[src/rtl/mips_decoder_pkg.sv]
// Shared decode definitions for the MIPS-lite pipeline decoders:
// opcode/funct constants, control-field encodings and the one-hot
// "recognised instruction" record passed to the hazard-timing block.
package mips_decoder_pkg;

  // Primary opcodes (instr[31:26])
  localparam logic [5:0] OP_RTYPE = 6'b000000;
  localparam logic [5:0] OP_ORI   = 6'b001101;
  localparam logic [5:0] OP_LW    = 6'b100011;
  localparam logic [5:0] OP_SW    = 6'b101011;
  localparam logic [5:0] OP_BEQ   = 6'b000100;
  localparam logic [5:0] OP_LUI   = 6'b001111;
  localparam logic [5:0] OP_J     = 6'b000010;
  localparam logic [5:0] OP_JAL   = 6'b000011;

  // R-type function codes (instr[5:0])
  localparam logic [5:0] FN_ADDU  = 6'b100001;
  localparam logic [5:0] FN_SUBU  = 6'b100011;
  localparam logic [5:0] FN_JR    = 6'b001000;

  // Extender modes
  localparam logic [3:0] zero_ext   = 4'd0;
  localparam logic [3:0] sign_ext   = 4'd1;
  localparam logic [3:0] tohigh_ext = 4'd2;
  localparam logic [3:0] none_ext   = 4'd15;

  // Next-PC modes
  localparam logic [2:0] seq_npc    = 3'd0;
  localparam logic [2:0] bType_npc  = 3'd1;
  localparam logic [2:0] jType_npc  = 3'd2;
  localparam logic [2:0] rType_npc  = 3'd3;

  // ALU operations
  localparam logic [2:0] ALU_ADD    = 3'd0;
  localparam logic [2:0] ALU_SUB    = 3'd1;
  localparam logic [2:0] ALU_OR     = 3'd2;

  // Write-back data source
  localparam logic [1:0] WD_ALU     = 2'd0;
  localparam logic [1:0] WD_MEM     = 2'd1;
  localparam logic [1:0] WD_PC8     = 2'd2;

  // Link register written by jal
  localparam logic [4:0] REG_RA     = 5'd31;

  // Hazard timing: "operand never read"
  localparam logic [1:0] TUSE_NONE  = 2'd3;

  // One bit per recognised instruction; all-zero means illegal
  typedef struct packed {
    logic nop;
    logic addu;
    logic subu;
    logic jr;
    logic ori;
    logic lw;
    logic sw;
    logic beq;
    logic lui;
    logic j;
    logic jal;
  } instr_hit_t;

  // True when the encoding matched a supported instruction
  function automatic logic is_recognised(input instr_hit_t hit);
    return |hit;
  endfunction

endpackage

[src/rtl/mips_decoder_decode_hazard.sv]
// Hazard-timing lookup: maps the recognised instruction to the number of
// cycles until each source operand is needed (Tuse) and until the result
// is available (Tnew, counted from the D stage). Illegal encodings and
// instructions that do not touch an operand report TUSE_NONE / Tnew 0,
// which is the same as a nop.
module decode_hazard
  import mips_decoder_pkg::*;
(
  input  instr_hit_t  hit_i,
  output logic [1:0]  tuse_rs_o,
  output logic [1:0]  tuse_rt_o,
  output logic [1:0]  tnew_o
);

  // rs consumption: branches/jr compare in D, ALU and address users in E
  always_comb begin
    tuse_rs_o = TUSE_NONE;
    if (hit_i.beq || hit_i.jr)
      tuse_rs_o = 2'd0;
    else if (hit_i.addu || hit_i.subu || hit_i.ori || hit_i.lw || hit_i.sw)
      tuse_rs_o = 2'd1;
  end

  // rt consumption: beq in D, ALU ops in E, store data only in M
  always_comb begin
    tuse_rt_o = TUSE_NONE;
    if (hit_i.beq)
      tuse_rt_o = 2'd0;
    else if (hit_i.addu || hit_i.subu)
      tuse_rt_o = 2'd1;
    else if (hit_i.sw)
      tuse_rt_o = 2'd2;
  end

  // Result production: ALU results leave E, loads leave M, jal's PC+8 in D
  always_comb begin
    tnew_o = 2'd0;
    if (hit_i.addu || hit_i.subu || hit_i.ori || hit_i.lui)
      tnew_o = 2'd2;
    else if (hit_i.lw)
      tnew_o = 2'd3;
    else if (hit_i.jal)
      tnew_o = 2'd1;
  end

endmodule

[src/rtl/mips_decoder.sv]
// Main instruction decoder for the five-stage MIPS-lite pipeline.
// Decode is purely combinational; the clock only updates a sticky
// illegal-instruction flag for debug.
// Optional feature: define DECODE_HAZARD_EN to drive Tuse_rs/Tuse_rt/Tnew
// from the decode_hazard lookup; otherwise those ports are tied to 0.
module mips_decoder
  import mips_decoder_pkg::*;
(
  input  logic        clk,
  input  logic        reset,
  input  logic [31:0] instr,
  output logic        RegWrite,
  output logic        MemWrite,
  output logic        ALUSrc,
  output logic [2:0]  ALUOp,
  output logic [3:0]  EXTOp,
  output logic [2:0]  NPCOp,
  output logic [1:0]  WDSel,
  output logic [4:0]  A3,
  output logic [1:0]  Tuse_rs,
  output logic [1:0]  Tuse_rt,
  output logic [1:0]  Tnew,
  output logic        illegal,
  output logic        illegal_seen
);

  logic [5:0] opcode;
  logic [5:0] funct;
  logic [4:0] rt;
  logic [4:0] rd;

  instr_hit_t hit;
  logic       reg_write;
  logic [4:0] dest_reg;
  logic       illegal_seen_q;
  logic       illegal_seen_d;

  assign opcode = instr[31:26];
  assign funct  = instr[5:0];
  assign rt     = instr[20:16];
  assign rd     = instr[15:11];

  // Classify the instruction; anything unmatched (including X/Z) leaves hit all-zero
  always_comb begin
    hit = '0;
    if (instr == 32'd0) begin
      hit.nop = 1'b1;
    end else begin
      case (opcode)
        OP_RTYPE: begin
          case (funct)
            FN_ADDU: hit.addu = 1'b1;
            FN_SUBU: hit.subu = 1'b1;
            FN_JR:   hit.jr   = 1'b1;
            default: ;
          endcase
        end
        OP_ORI:  hit.ori = 1'b1;
        OP_LW:   hit.lw  = 1'b1;
        OP_SW:   hit.sw  = 1'b1;
        OP_BEQ:  hit.beq = 1'b1;
        OP_LUI:  hit.lui = 1'b1;
        OP_J:    hit.j   = 1'b1;
        OP_JAL:  hit.jal = 1'b1;
        default: ;
      endcase
    end
  end

  assign illegal = ~is_recognised(hit);

  // Datapath controls; starts from the nop value so illegal words stay inert
  always_comb begin
    reg_write = 1'b0;
    MemWrite  = 1'b0;
    ALUSrc    = 1'b0;
    ALUOp     = ALU_ADD;
    EXTOp     = none_ext;
    NPCOp     = seq_npc;
    WDSel     = WD_ALU;
    dest_reg  = 5'd0;
    if (hit.addu || hit.subu) begin
      reg_write = 1'b1;
      ALUOp     = hit.subu ? ALU_SUB : ALU_ADD;
      WDSel     = WD_ALU;
      dest_reg  = rd;
    end
    if (hit.ori) begin
      reg_write = 1'b1;
      ALUSrc    = 1'b1;
      ALUOp     = ALU_OR;
      EXTOp     = zero_ext;
      dest_reg  = rt;
    end
    if (hit.lui) begin
      reg_write = 1'b1;
      ALUSrc    = 1'b1;
      ALUOp     = ALU_ADD;
      EXTOp     = tohigh_ext;
      dest_reg  = rt;
    end
    if (hit.lw) begin
      reg_write = 1'b1;
      ALUSrc    = 1'b1;
      EXTOp     = sign_ext;
      WDSel     = WD_MEM;
      dest_reg  = rt;
    end
    if (hit.sw) begin
      MemWrite  = 1'b1;
      ALUSrc    = 1'b1;
      EXTOp     = sign_ext;
    end
    if (hit.beq) begin
      NPCOp     = bType_npc;
      EXTOp     = sign_ext;
    end
    if (hit.j) begin
      NPCOp     = jType_npc;
    end
    if (hit.jal) begin
      NPCOp     = jType_npc;
      reg_write = 1'b1;
      WDSel     = WD_PC8;
      dest_reg  = REG_RA;
    end
    if (hit.jr) begin
      NPCOp     = rType_npc;
    end
  end

  // Destination is forced to $0 whenever no register is written
  assign RegWrite = reg_write;
  assign A3       = reg_write ? dest_reg : 5'd0;

`ifdef DECODE_HAZARD_EN
  decode_hazard u_decode_hazard (
    .hit_i     (hit),
    .tuse_rs_o (Tuse_rs),
    .tuse_rt_o (Tuse_rt),
    .tnew_o    (Tnew)
  );
`else
  assign Tuse_rs = 2'd0;
  assign Tuse_rt = 2'd0;
  assign Tnew    = 2'd0;
`endif

  assign illegal_seen_d = illegal_seen_q | illegal;

  // Sticky debug flag: latches any illegal decode, cleared only by reset
  always_ff @(posedge clk or posedge reset) begin
    if (reset)
      illegal_seen_q <= 1'b0;
    else
      illegal_seen_q <= illegal_seen_d;
  end

  assign illegal_seen = illegal_seen_q;

endmodule

[config.mk]
export PLATFORM = sky130hd
export DESIGN_NAME = mips_decoder
export DESIGN_NICKNAME = d
export VERILOG_FILES = /design/src/rtl/mips_decoder_pkg.sv /design/src/rtl/mips_decoder_decode_hazard.sv /design/src/rtl/mips_decoder.sv
export SDC_FILE = /design/constraint.sdc
export NUM_CORES = 1
export LEC_CHECK = 0
export ABC_AREA = 1
export BUFFER_PORTS_ARGS = -buffer_cell sky130_fd_sc_hd__buf_2
export CORE_MARGIN = 4
export CORE_UTILIZATION = 40
export CTS_BUF_LIST = sky130_fd_sc_hd__clkbuf_4 sky130_fd_sc_hd__clkbuf_8
export CTS_CLUSTER_DIAMETER = 50
export DETAILED_ROUTE_END_ITERATION = 8
export PLACE_DENSITY = 0.86
export SLEW_MARGIN = 20
export SYNTH_ARGS = -nofsm -noshare
export SYNTH_HDL_FRONTEND = slang
export SYNTH_SLANG_ARGS = --single-unit
export TNS_END_PERCENT = 30
[constraint.sdc]
create_clock -name clk -period 1.9 [get_ports clk]
set_input_delay 0.285 -clock clk [delete_from_list [all_inputs] [get_ports clk]]
set_output_delay 0.285 -clock clk [all_outputs]
set_load 0.1 [all_outputs]
==> impl_metrics.json, run 1 <==
{
  "p_total_mw": 0.332,
  "ys_types": 18,
  "grt_pass1_vias": 939,
  "seq_area_um2": 25.0,
  "die_w_um": 47.8,
  "cp.depth": 10,
  "num-nets-final": 210,
  "grt_pass1_wl_um": 4020,
  "io_pins": 62,
  "arrival_ns": 1.50,
  "grt_overflow_total": 0,
  "num_vias": 1001,
  "clkTransAtPathRegs_ns": 0,
  "yosys.area_share.simple_pct": 68.2,
  "r2r_cells": 2,
  "cp-start-kind": "primary input",
  "diodes": 0,
  "initial_core_util_pct": 42.1,
  "antenna_found_initial": 0,
  "ant_nets": 0,
  "n_fill_cell": 91,
  "final.min_clock_period_ns": 1.78,
  "power_density_nw_per_um2": 261,
  "fmax_ghz": 0.561,
  "synth_xor_xnor_area_share_pct": 0,
  "leakage_nw": 0.713,
  "drc": 0,
  "die_area_um2": 2290,
  "rsz0062_at_grt": "no",
  "drtIter0Drc": 35,
  "layout-drive-gt1-share_pct": 48.3,
  "hpwl_um": 2470,
  "die_h_um": 47.8,
  "wl_per_cell_um": 14.5,
  "synth_compound_gate_area_share_pct": 4.73,
  "cp_data_required_time_ns": 1.62,
  "crit_chain": "buf_2 -> nor2_1 -> nand2_4 -> nor2_8 -> nand2_2 -> nand3_2 -> nor2_2 -> nand2_2 -> inv_1 -> buf_12",
  "yosys_register_bits": 1,
  "wirelength_um": 2760,
  "cts_resized": 0,
  "synthCells": 122,
  "end_kind": "output port",
  "synthAdderAreaFrac_pct": 0,
  "viasPerCell": 5.27,
  "slowest_delay_ns": 0.27,
  "layout_commonest_cell": "buf_2",
  "post_cts_buffers": 0,
  "area_delta_synth_final_pct": 100,
  "grtUsageTotal_pct": 24.1,
  "synth_area_um2": 634,
  "synthMuxAreaShare_pct": 0,
  "period_share_pct": 93.8,
  "most-common-layout-cells": "buf_2 (36), nor2_1 (27), nand2_1 (20), buf_12 (17), inv_1 (15)",
  "synth-seq-area-share_pct": 3.94,
  "port_buffers": 53,
  "critical_path_class": "primary input to output port",
  "whs_ns": 0.155,
  "crit_fanout": 10,
  "setup_tns_ns": 0,
  "setup_viol": 0,
  "hp-class": "primary input to asynchronous set/reset pin",
  "place_congestion": 0.810,
  "path_delay_family": "simple AND/OR/NAND/NOR gates",
  "critPathSlowestCell": "nor2_1",
  "critical_path.most_common_cell": "nand2_2",
  "synth_top_family_by_area": "simple AND/OR/NAND/NOR gates",
  "slew_violations": 0,
  "grt_max_degree": 11,
  "holdBufCountCts": 0,
  "core_area_um2": 1510,
  "skew_ns": 0,
  "clk_latency_ns": 0,
  "critPathBufInv": 3,
  "avgSynthCellArea_um2": 5.20,
  "run_status": "finished clean",
  "yosys_warnings": 0,
  "largest_register_ffs": 1,
  "drtPass1Iterations": 4,
  "multiInputGateArea_um2": 599,
  "final-hold-violation-count": 0,
  "maxCapViolCount": 0,
  "vdd_drop_max_v": 0.000181,
  "rows": 14
}
==> power by group <==
part           internal (mW)  switching (mW)  leakage [nW]
Clock                      0               0             0
Combinational         0.0838           0.227         0.704
Sequential            0.0217               0       0.00875
Total                  0.105           0.227         0.713
==> cell type report <==
| class | count | share of cell area (%) |
|---|---|---|
| Tap cell | 16 | 1.57 |
| Timing Repair Buffer | 54 | 41.5 |
| Inverter | 20 | 7.78 |
| Multi-Input combinational cell | 99 | 47.1 |
| Sequential cell | 1 | 1.97 |
==> synth_stat cells, drive strengths merged <==
library cell	n	area, um^2
nand2	32	140
inv	20	75.1
conb	1	3.75
nand3	16	95.1
nor2	34	164
nor3	1	5.00
dfrtp	1	25.0
buf	9	67.6
a21oi	6	30.0
nand3b	1	7.51
nor4	1	21.3
==> per-layer routing <==
layer / GRT usage (%) / wire length, um
met5: 0 / 0
met4: 11.8 / 112
met3: 5.64 / 305
met2: 48.5 / 1470
met1: 21.7 / 869
==> final timing paths <==
kind | slack [ns] | to | startpoint
max | 0.12 | illegal | instr[27]
max reg2reg | 1.32 | illegal_seen | illegal_seen
min | 0.16 | illegal_seen | reset
min in group clk | 0.46 | illegal_seen | illegal_seen
max in group asynchronous | 1.63 | illegal_seen | reset
min reg2reg | 0.46 | illegal_seen | illegal_seen
==> per-stage QoR <==
| stage | setup WS, ns | util (%) | instance area [um^2] | cells |
|---|---|---|---|---|
| final | 0.119 | 84.4 | 1270 | 190 |
| after global routing | 0.00494 | 84.4 | 1270 | 190 |
| after CTS | 0.122 | 84.4 | 1270 | 190 |
| after detailed placement | 0.132 | 84.4 | 1270 | 190 |
| after global placement | 0.196 | 84.4 | 1270 | 190 |
| after floorplan | -0.537 | - | 803 | 129 |
==> kinds of logic (layout without fill, tap and decap cells) <==
group / count (synthesis) / count (layout)
other: 1 / 8
buffers and inverters: 29 / 74
and+or+nand+nor: 85 / 85
AOI/OAI and AO/OA: 6 / 6
DFF: 1 / 1
No activity file was read; power rests on OpenSTA's default activity.
==> run 2, diff against run 1 <==
CELL_PAD_IN_SITES_DETAIL_PLACEMENT = 0   (was default)
CELL_PAD_IN_SITES_GLOBAL_PLACEMENT = 1   (was default)
CORE_UTILIZATION = 23   (was 40)
PLACE_DENSITY = 0.85   (was 0.86)
SYNTH_HIERARCHICAL = 1   (was default)
==> impl_metrics.json, run 2 <==
{
  "run_status": "finished clean",
  "stdcell_count": 204,
  "yosys_warnings": 6,
  "final.min_clock_period_ns": 1.76,
  "synth_xor_xnor_area_share_pct": 0,
  "synth_area_um2": 634,
  "place_congestion": 0.822,
  "drtPass1Iterations": 3,
  "wirelength_um": 2090,
  "r2r_cells": 2,
  "num-nets-final": 210,
  "die_w_um": 60.5,
  "synthMuxAreaShare_pct": 0,
  "combPwrFrac_pct": 93.3,
  "viasPerCell": 4.28,
  "most-common-layout-cells": "buf_2 (35), nor2_1 (27), nand2_1 (20), buf_12 (18), inv_1 (15)",
  "synth_top_area_cell": "nor2_1",
  "yosys_register_bits": 1,
  "leakage_nw": 0.715,
  "final-hold-violation-count": 0,
  "synthArstFlopShare_pct": 100,
  "busiest_layer": "met2",
  "diodes": 0,
  "io_pins": 62,
  "synth.most_common_cell": "nor2_1",
  "yosys.area_share.simple_pct": 68.2,
  "grt_pass1_wl_um": 3090,
  "switching_share_pct": 67.4,
  "area_delta_synth_final_pct": 106,
  "met3_usage_pct": 1.28,
  "grt_use_met2_pct": 19.6,
  "maxCapViolCount": 0,
  "avgSynthCellArea_um2": 5.20,
  "skew_ns": 0,
  "synth_top_family_by_area": "simple AND/OR/NAND/NOR gates",
  "holdBufCountCts": 0,
  "ys.flop_type": "dfrtp_1",
  "dp_cells": 204,
  "p_switching_mw": 0.219,
  "synth_area_leaders": "nor2_1 (17%), nand2_1 (15%), buf_4 (11%), nand3_1 (10%), inv_1 (10%)",
  "slew_violations": 0,
  "rsz0062_at_grt": "no",
  "grt_max_degree": 11,
  "wl_per_cell_um": 10.2,
  "cp_data_required_time_ns": 1.62,
  "clkTransAtPathRegs_ns": 0,
  "rr_startpoint": "illegal_seen",
  "hpwl_um": 1950,
  "post_cts_buffers": 0,
  "core_area_um2": 2540,
  "grt_overflow_total": 0,
  "rows": 18,
  "layout_commonest_cell": "buf_2",
  "yosysTopAreaCellShare_pct": 17.2,
  "fin_ws_ns": 0.143,
  "grt_pass1_vias": 761,
  "cts_resized": 0,
  "cp-start-kind": "primary input",
  "drc": 0,
  "ff2ff_setup_slack_ns": 1.33,
  "endpoint": "illegal",
  "synth_edf_count": 0,
  "synthAdderAreaFrac_pct": 0,
  "ant_nets": 0,
  "arrival_ns": 1.47,
  "ys_types": 18,
  "largest_register_ffs": 1,
  "synth-seq-area-share_pct": 3.94,
  "power.internal_mw": 0.106,
  "clkPwrFrac_pct": 0,
  "setup_viol": 0,
  "drtIter0Drc": 20,
  "layout-drive-gt1-share_pct": 48.3,
  "num_vias": 873,
  "power_density_nw_per_um2": 249,
  "die_area_um2": 3660,
  "initial_core_util_pct": 24.9,
  "synth_common_cells": "nor2_1 (29), nand2_1 (26), inv_1 (17), nand3_1 (13), buf_4 (9)",
  "crit_fanout": 4,
  "clk_latency_ns": 0,
  "grtUsageTotal_pct": 10.4,
  "critical_path_class": "primary input to output port",
  "seqPwrFrac_pct": 6.7,
  "place_ws_ns": 0.125,
  "synthCells": 122,
  "hp-class": "primary input to asynchronous set/reset pin",
  "fmax_ghz": 0.569,
  "r2r-end": "illegal_seen",
  "grtUsageMet1_pct": 12.7,
  "synth_compound_gate_area_share_pct": 4.73,
  "antenna_found_initial": 0,
  "end_kind": "output port",
  "critPathLaunch": "instr[27]",
  "vdd_drop_max_v": 0.000163,
  "die_h_um": 60.5,
  "port_buffers": 53,
  "period_share_pct": 92.5
}
[run 2: critical path, cell delays in order]
cell,delay (ns)
buf_2,0.12
nand2_1,0.12
inv_1,0.10
nand3_2,0.17
nand2_1,0.09
inv_2,0.08
nand3_2,0.07
nor2_2,0.11
nand2_2,0.06
inv_1,0.09
buf_12,0.18
[run 2: cell type report]
type	instances	area, um^2
fill	247	1240
inverter	20	98.8
tap	30	37.5
multi-input combinational	99	599
timing repair buffer	54	543
sequential	1	25.0
[run 2: metal layers]
metal / share of wire [%] / wire (um) / vias up
met5: 0 / 0 / -
met4: 1.1 / 24 / 0
met3: 11 / 233 / 4
met2: 49 / 1030 / 42
met1: 38 / 801 / 364
li1: - / - / 463
[run 2: metrics by stage]
| step | power, mW | hold WS, ns | utilization, % | instance area (um^2) | TNS [ns] |
|---|---|---|---|---|---|
| global placement | 0.323 | 0.119 | 51.2 | 1300 | 0 |
| finish | 0.325 | 0.121 | 51.2 | 1300 | 0 |
| global route | 0.341 | 0.133 | 51.2 | 1300 | 0 |
| floorplan | 0.242 | 0.0137 | - | 803 | -3.22 |
| detailed placement | 0.326 | 0.121 | 51.2 | 1300 | 0 |
| CTS | 0.326 | 0.121 | 51.2 | 1300 | 0 |
[run 2: kinds of logic after synthesis]
family,Yosys count
and+or+nand+nor,85
buffers and inverters,29
AOI/OAI and AO/OA,6
DFF,1
other,1
[run 2: worst min path at each step]
| stage | start | end | slack [ns] |
|---|---|---|---|
| final | reset | illegal_seen | 0.12 |
| after global routing | reset | illegal_seen | 0.13 |
| after CTS | reset | illegal_seen | 0.12 |
| after detailed placement | reset | illegal_seen | 0.12 |
| after global placement | reset | illegal_seen | 0.12 |
| after floorplan | reset | illegal_seen | 0.01 |
[run 2: power groups by stage]
stage,Sequential [mW],Combinational (mW),Clock (mW)
finish,0.0217,0.303,0
global route,0.0217,0.319,0
CTS,0.0217,0.304,0
detailed placement,0.0217,0.304,0
global placement,0.0217,0.301,0
floorplan,0.0217,0.221,0
